**src/rtl/irq_ctrl.sv**
```systemverilog
// rtl/irq_ctrl.sv - edge-latched, enable-masked priority interrupt controller (optional nesting: IRQ_NESTING_EN)
module irq_ctrl #(
  parameter int          NUM_IRQ     = 8,
  parameter logic [15:0] VECTOR_BASE = 16'h0010
) (
  input  logic               I_clk,
  input  logic               I_reset,
  input  logic [NUM_IRQ-1:0] I_irq_lines,
  input  logic               I_irq_ack,
  input  logic               I_eoi,
  input  logic               I_en_we,
  input  logic [NUM_IRQ-1:0] I_en_data,
  output logic               O_irq_active,
  output logic [15:0]        O_irq_vector,
  output logic [NUM_IRQ-1:0] O_pending,
  output logic [NUM_IRQ-1:0] O_in_service
);

  typedef enum logic [1:0] {
    ST_IDLE,
    ST_REQ,
    ST_SERVICE
  } state_t;

  // Returned for any ack that does not correspond to an offered request.
  localparam logic [15:0] SPURIOUS_VECTOR = VECTOR_BASE + 16'(NUM_IRQ);

  state_t             state;
  logic [NUM_IRQ-1:0] pending;
  logic [NUM_IRQ-1:0] in_service;
  logic [NUM_IRQ-1:0] enable;
  logic [NUM_IRQ-1:0] prev_lines;
  logic               irq_active;
  logic [15:0]        irq_vector;

  logic [NUM_IRQ-1:0] eligible;
  logic [NUM_IRQ-1:0] rises;
  logic [3:0]         sel;
  logic               sel_valid;
  logic [NUM_IRQ-1:0] sel_mask;
  logic [NUM_IRQ-1:0] isv_mask;
  logic [NUM_IRQ-1:0] isv_after_eoi;
  logic               ack_take;
  logic               preempt;

  assign eligible = pending & enable;
  assign rises    = I_irq_lines & ~prev_lines;

  // Priority encoders: lowest set index wins, both for requests and for EOI retirement.
  always_comb begin
    sel       = '0;
    sel_valid = 1'b0;
    sel_mask  = '0;
    isv_mask  = '0;
    for (int i = NUM_IRQ - 1; i >= 0; i--) begin
      if (eligible[i]) begin
        sel         = 4'(i);
        sel_valid   = 1'b1;
        sel_mask    = '0;
        sel_mask[i] = 1'b1;
      end
      if (in_service[i]) begin
        isv_mask    = '0;
        isv_mask[i] = 1'b1;
      end
    end
  end

  // EOI retires the highest-priority active ISR; with nothing in service the mask is zero.
  assign isv_after_eoi = I_eoi ? (in_service & ~isv_mask) : in_service;

  // An ack only counts while a request is actually on offer.
  assign ack_take = (state == ST_REQ) && I_irq_ack && sel_valid;

`ifdef IRQ_NESTING_EN
  logic [3:0] isv_low;

  // Index of the highest-priority source currently in service.
  always_comb begin
    isv_low = '0;
    for (int i = NUM_IRQ - 1; i >= 0; i--) begin
      if (in_service[i]) isv_low = 4'(i);
    end
  end

  // Only a strictly higher-priority source may interrupt a running ISR.
  assign preempt = sel_valid && (sel < isv_low);
`else
  // Single-level: nothing is offered while any ISR is running.
  assign preempt = 1'b0;
`endif

  // Handshake FSM plus pending/in-service/enable bookkeeping, all registered.
  always_ff @(posedge I_clk) begin
    if (!I_reset) begin
      state      <= ST_IDLE;
      pending    <= '0;
      in_service <= '0;
      enable     <= '0;
      prev_lines <= '0;
      irq_active <= 1'b0;
      irq_vector <= SPURIOUS_VECTOR;
    end else begin
      // A new rising edge wins over the ack clearing the same bit.
      pending    <= (pending & ~(ack_take ? sel_mask : '0)) | rises;
      in_service <= isv_after_eoi | (ack_take ? sel_mask : '0);
      prev_lines <= I_irq_lines;
      if (I_en_we) enable <= I_en_data;

      case (state)
        ST_IDLE: begin
          if (I_irq_ack) irq_vector <= SPURIOUS_VECTOR;
          if (sel_valid) begin
            state      <= ST_REQ;
            irq_active <= 1'b1;
          end
        end
        ST_REQ: begin
          if (!sel_valid) begin
            // Request withdrawn (masked) before the ack arrived.
            irq_active <= 1'b0;
            if (I_irq_ack) irq_vector <= SPURIOUS_VECTOR;
            state <= (isv_after_eoi == '0) ? ST_IDLE : ST_SERVICE;
          end else if (I_irq_ack) begin
            irq_vector <= VECTOR_BASE + 16'(sel);
            irq_active <= 1'b0;
            state      <= ST_SERVICE;
          end
        end
        ST_SERVICE: begin
          if (I_irq_ack) irq_vector <= SPURIOUS_VECTOR;
          if (isv_after_eoi == '0) begin
            state <= ST_IDLE;
          end else if (preempt) begin
            state      <= ST_REQ;
            irq_active <= 1'b1;
          end
        end
        default: begin
          state      <= ST_IDLE;
          irq_active <= 1'b0;
        end
      endcase
    end
  end

  assign O_irq_active = irq_active;
  assign O_irq_vector = irq_vector;
  assign O_pending    = pending;
  assign O_in_service = in_service;

endmodule
```
**config.mk**
```make
export PLATFORM = sky130hd
export DESIGN_NAME = irq_ctrl
export DESIGN_NICKNAME = d
export VERILOG_FILES = /design/src/rtl/irq_ctrl.sv
export SDC_FILE = /design/constraint.sdc
export NUM_CORES = 1
export LEC_CHECK = 0
export CAP_MARGIN = 20
export CORE_MARGIN = 5
export CORE_UTILIZATION = 30
export DETAILED_ROUTE_END_ITERATION = 10
export GPL_TIMING_DRIVEN = 1
export PLACE_DENSITY = 0.61
export SYNTH_ARGS = -nofsm -noshare
export SYNTH_HDL_FRONTEND = slang
export SYNTH_SLANG_ARGS = --single-unit
```
**constraint.sdc**
```tcl
create_clock -name I_clk -period 1.5 [get_ports I_clk]
set_input_delay 0.375 -clock I_clk [delete_from_list [all_inputs] [get_ports I_clk]]
set_output_delay 0.375 -clock I_clk [all_outputs]
set_load 0.02 [all_outputs]
```
==> flow_metrics.env <==
export IMPL_outcome="finished, violations left"
export IMPL_violations="setup timing"
export IMPL_wl_per_cell_um=12.9
export IMPL_drive_gt1_share_pct=23.0
export IMPL_cp_end_kind="flop"
export IMPL_critPathRequiredTime_ps=1720
export IMPL_antenna_found_initial=0
export IMPL_syn_area_per_cell_um2=9.55
export IMPL_path_buf_inv=2
export IMPL_fill_cells=629
export IMPL_grt_setup_unrepaired="true"
export IMPL_peakVddDrop_mv=0.431
export IMPL_worstSetupPathType="reg2reg"
export IMPL_vias_per_cell=4.76
export IMPL_cts_buffers=5
export IMPL_clock_skew_ps=14.3
export IMPL_final_nets=316
export IMPL_wl_met3_um=260
export IMPL_final_min_clock_period_ps=1530
export IMPL_cts_tree="built"
export IMPL_hold_violations=0
export IMPL_critPathMaxStageDelay_ps=340
export IMPL_comb_power_share_pct=14.8
export IMPL_ys_seq_area_share_pct=52.4
export IMPL_root_buffer="clkbuf_8"
export IMPL_postCtsHoldBufs=0
export IMPL_grt_pass1_vias=1735
export IMPL_leakagePower_nw=1.35
export IMPL_clock_latency_ps=310
export IMPL_total_power_w=0.00266
export IMPL_htreeDepth=2
export IMPL_grt_pass1_wl_um=8170
export IMPL_synth_seq_cells=51
export IMPL_cp_num_cells=6
export IMPL_fmax_mhz=655
export IMPL_synth_fp_nets=225
export IMPL_cp_start_kind="flop"
export IMPL_p_switching_w=0.000698
export IMPL_dp_hpwl_um=3740
export IMPL_synth_area_um2=1950
export IMPL_gp_congestion=0.864
export IMPL_drt_pass1_iterations=4
export IMPL_worst_slack_ps=-26.5
export IMPL_synthDistinctLibCells=35
export IMPL_cp_top_family="compound AO/OA/AOI/OAI gates"
export IMPL_setup_viol=2
export IMPL_slowest_stage="dfxtp_2"
export IMPL_final_util_pct=46.5
export IMPL_place_area_um2=2840
export IMPL_final_cell_mix="dfxtp_1, buf_4, dlygate4sd2_1"
export IMPL_syn2layout_area_growth_pct=51.5
export IMPL_path_cells="a222oi_1 -> buf_4 -> and4_4 -> buf_4 -> nor2_1 -> o2111a_1"
export IMPL_seq_power_share_pct=54.3
export IMPL_final_common_cell="dfxtp_1"
export IMPL_syn_inst=204
export IMPL_die_x_um=90.6
export IMPL_drtIter0Drc=94
export IMPL_die_height_um=90.6
export IMPL_rows=29
export IMPL_initial_utilization_pct=30.7
export IMPL_diodes=0
export IMPL_top_layer="met4"
export IMPL_hold_path_class="reg2reg"
export IMPL_cts_sinks=51
export IMPL_reg2regPathDepth=6
export IMPL_period_share_pct=102
export IMPL_clock_power_share_pct=30.9
export IMPL_critPathMaxFanout=4
export IMPL_internal_power_w=0.00196
export IMPL_die_area_um2=8210
export IMPL_core_area_um2=6350
export IMPL_yosysWarnings=0
export IMPL_fin_tns_setup_ps=-30.2
export IMPL_drt_wl_total_um=4830
export IMPL_num_vias=1776
export IMPL_gr_total_overflow=0
export IMPL_grt_max_degree=27
export IMPL_max_cap_violations=0
export IMPL_critPathArrivalTime_ps=1750
export IMPL_holdPathStages=1
export IMPL_drv_slew=0
export IMPL_track_usage_pct=12.0
export IMPL_wl_met2_um=2190
export IMPL_cpMostUsedCell="buf_4"
export IMPL_design_area_um2=2950
export IMPL_netSwitchingFraction_pct=26.2
export IMPL_powerDensity_nw_per_um2=902
export IMPL_drc=0
export IMPL_clk_pin_slew_ps=110
export IMPL_max_slew_worst_pin_slew_ps=308
export IMPL_drtAntennaViolNets=0
export IMPL_port_buffers=53
export IMPL_wl_met1_um=2310
export IMPL_slew_headroom_pct=79.4
export IMPL_ios=54
export IMPL_clockBufferDepth=2
## worst register-to-register path, cell delays in order (launching register included)
cell	delay, ps
dfxtp_2	340
a222oi_1	340
buf_4	180
and4_4	240
buf_4	110
nor2_1	30
o2111a_1	210
## worst paths after layout
kind	to	slack (ps)	from
max reg2reg	state[1]	-30	enable[3]
min	O_pending[6]	440	prev_lines[6]
min reg2reg	O_pending[6]	440	prev_lines[6]
max	state[1]	-30	enable[3]
## power groups by stage
stage	sequential [W]	clock (W)	combinational, W
after global routing	0.00145	0.000920	0.000433
after CTS	0.00144	0.000852	0.000371
after detailed placement	0.00148	0	0.000380
after floorplan	0.00151	0	0.000134
after global placement	0.00147	0	0.000379
final	0.00145	0.000822	0.000393
## sequential cells by signal, summed over array words and instances (netlist names)
| name | count |
|---|---|
| O_in_service | 8 |
| O_irq_active | 1 |
| O_irq_vector | 16 |
| O_pending | 8 |
| enable | 8 |
| prev_lines | 8 |
| state | 2 |
## area by class of cell
cell class	count	area (um2)	area share, %
clock buffers	5	68.8	2.33
clock inverters	3	26.3	0.890
inverters	4	15.0	0.509
multi-input cells	142	945	32.0
flip-flops and latches	51	1020	34.7
well taps	77	96.3	3.26
repair buffers	91	776	26.3
## layer usage
layer	vias up	track usage, %
met5	-	0
met4	0	4.09
met3	8	3.25
met2	44	18.6
met1	815	16.0
li1	909	-
## through the flow
step	cells	setup slack [ps]	hold WS [ps]
detailed placement	363	-329	435
CTS	371	-48.8	443
finish	373	-26.5	439
floorplan	204	-26.0	408
global placement	363	-282	416
global route	373	-168	456
## cell families (layout without fill, tap and decap cells)
logic type	after synthesis	count (layout)	share of synthesized area (%)
AND/OR/NAND/NOR	85	85	24.4
XOR/XNOR	1	1	0.450
multiplexers	8	8	4.11
flip-flops	51	51	52.4
buffers and inverters	11	103	2.12
AO/OA/AOI/OAI	48	48	16.5
## cell usage after synthesis, drive strengths merged
master	instances	area, um2
a211oi	4	30.0
a21boi	9	67.6
a21oi	7	35.0
a221oi	1	8.76
a222oi	1	10.0
a22o	1	8.76
a22oi	4	30.0
a32oi	2	17.5
and2	10	62.6
and3	14	88.8
and3b	1	8.76
and4	1	10.0
clkbuf	7	26.3
dfxtp	51	1020
inv	4	15.0
mux2i	8	80.1
nand2	19	71.3
nand2b	3	18.8
nand3	6	30.0
nand3b	1	7.51
nand4	3	18.8
nor2	4	15.0
nor2b	19	119
nor4	1	6.26
o2111a	1	11.3
o211ai	2	15.0
o21a	1	7.51
o21ai	12	60.1
o22ai	2	12.5
o31ai	1	7.51
or3	3	18.8
xor2	1	8.76
## repair_timing
item,CTS,global route
pin swaps,2,9
resized for setup,42,30
cloned,0,0
setup endpoints to repair,39,28
setup buffers,0,2
Power figures use the tool's default switching activity.
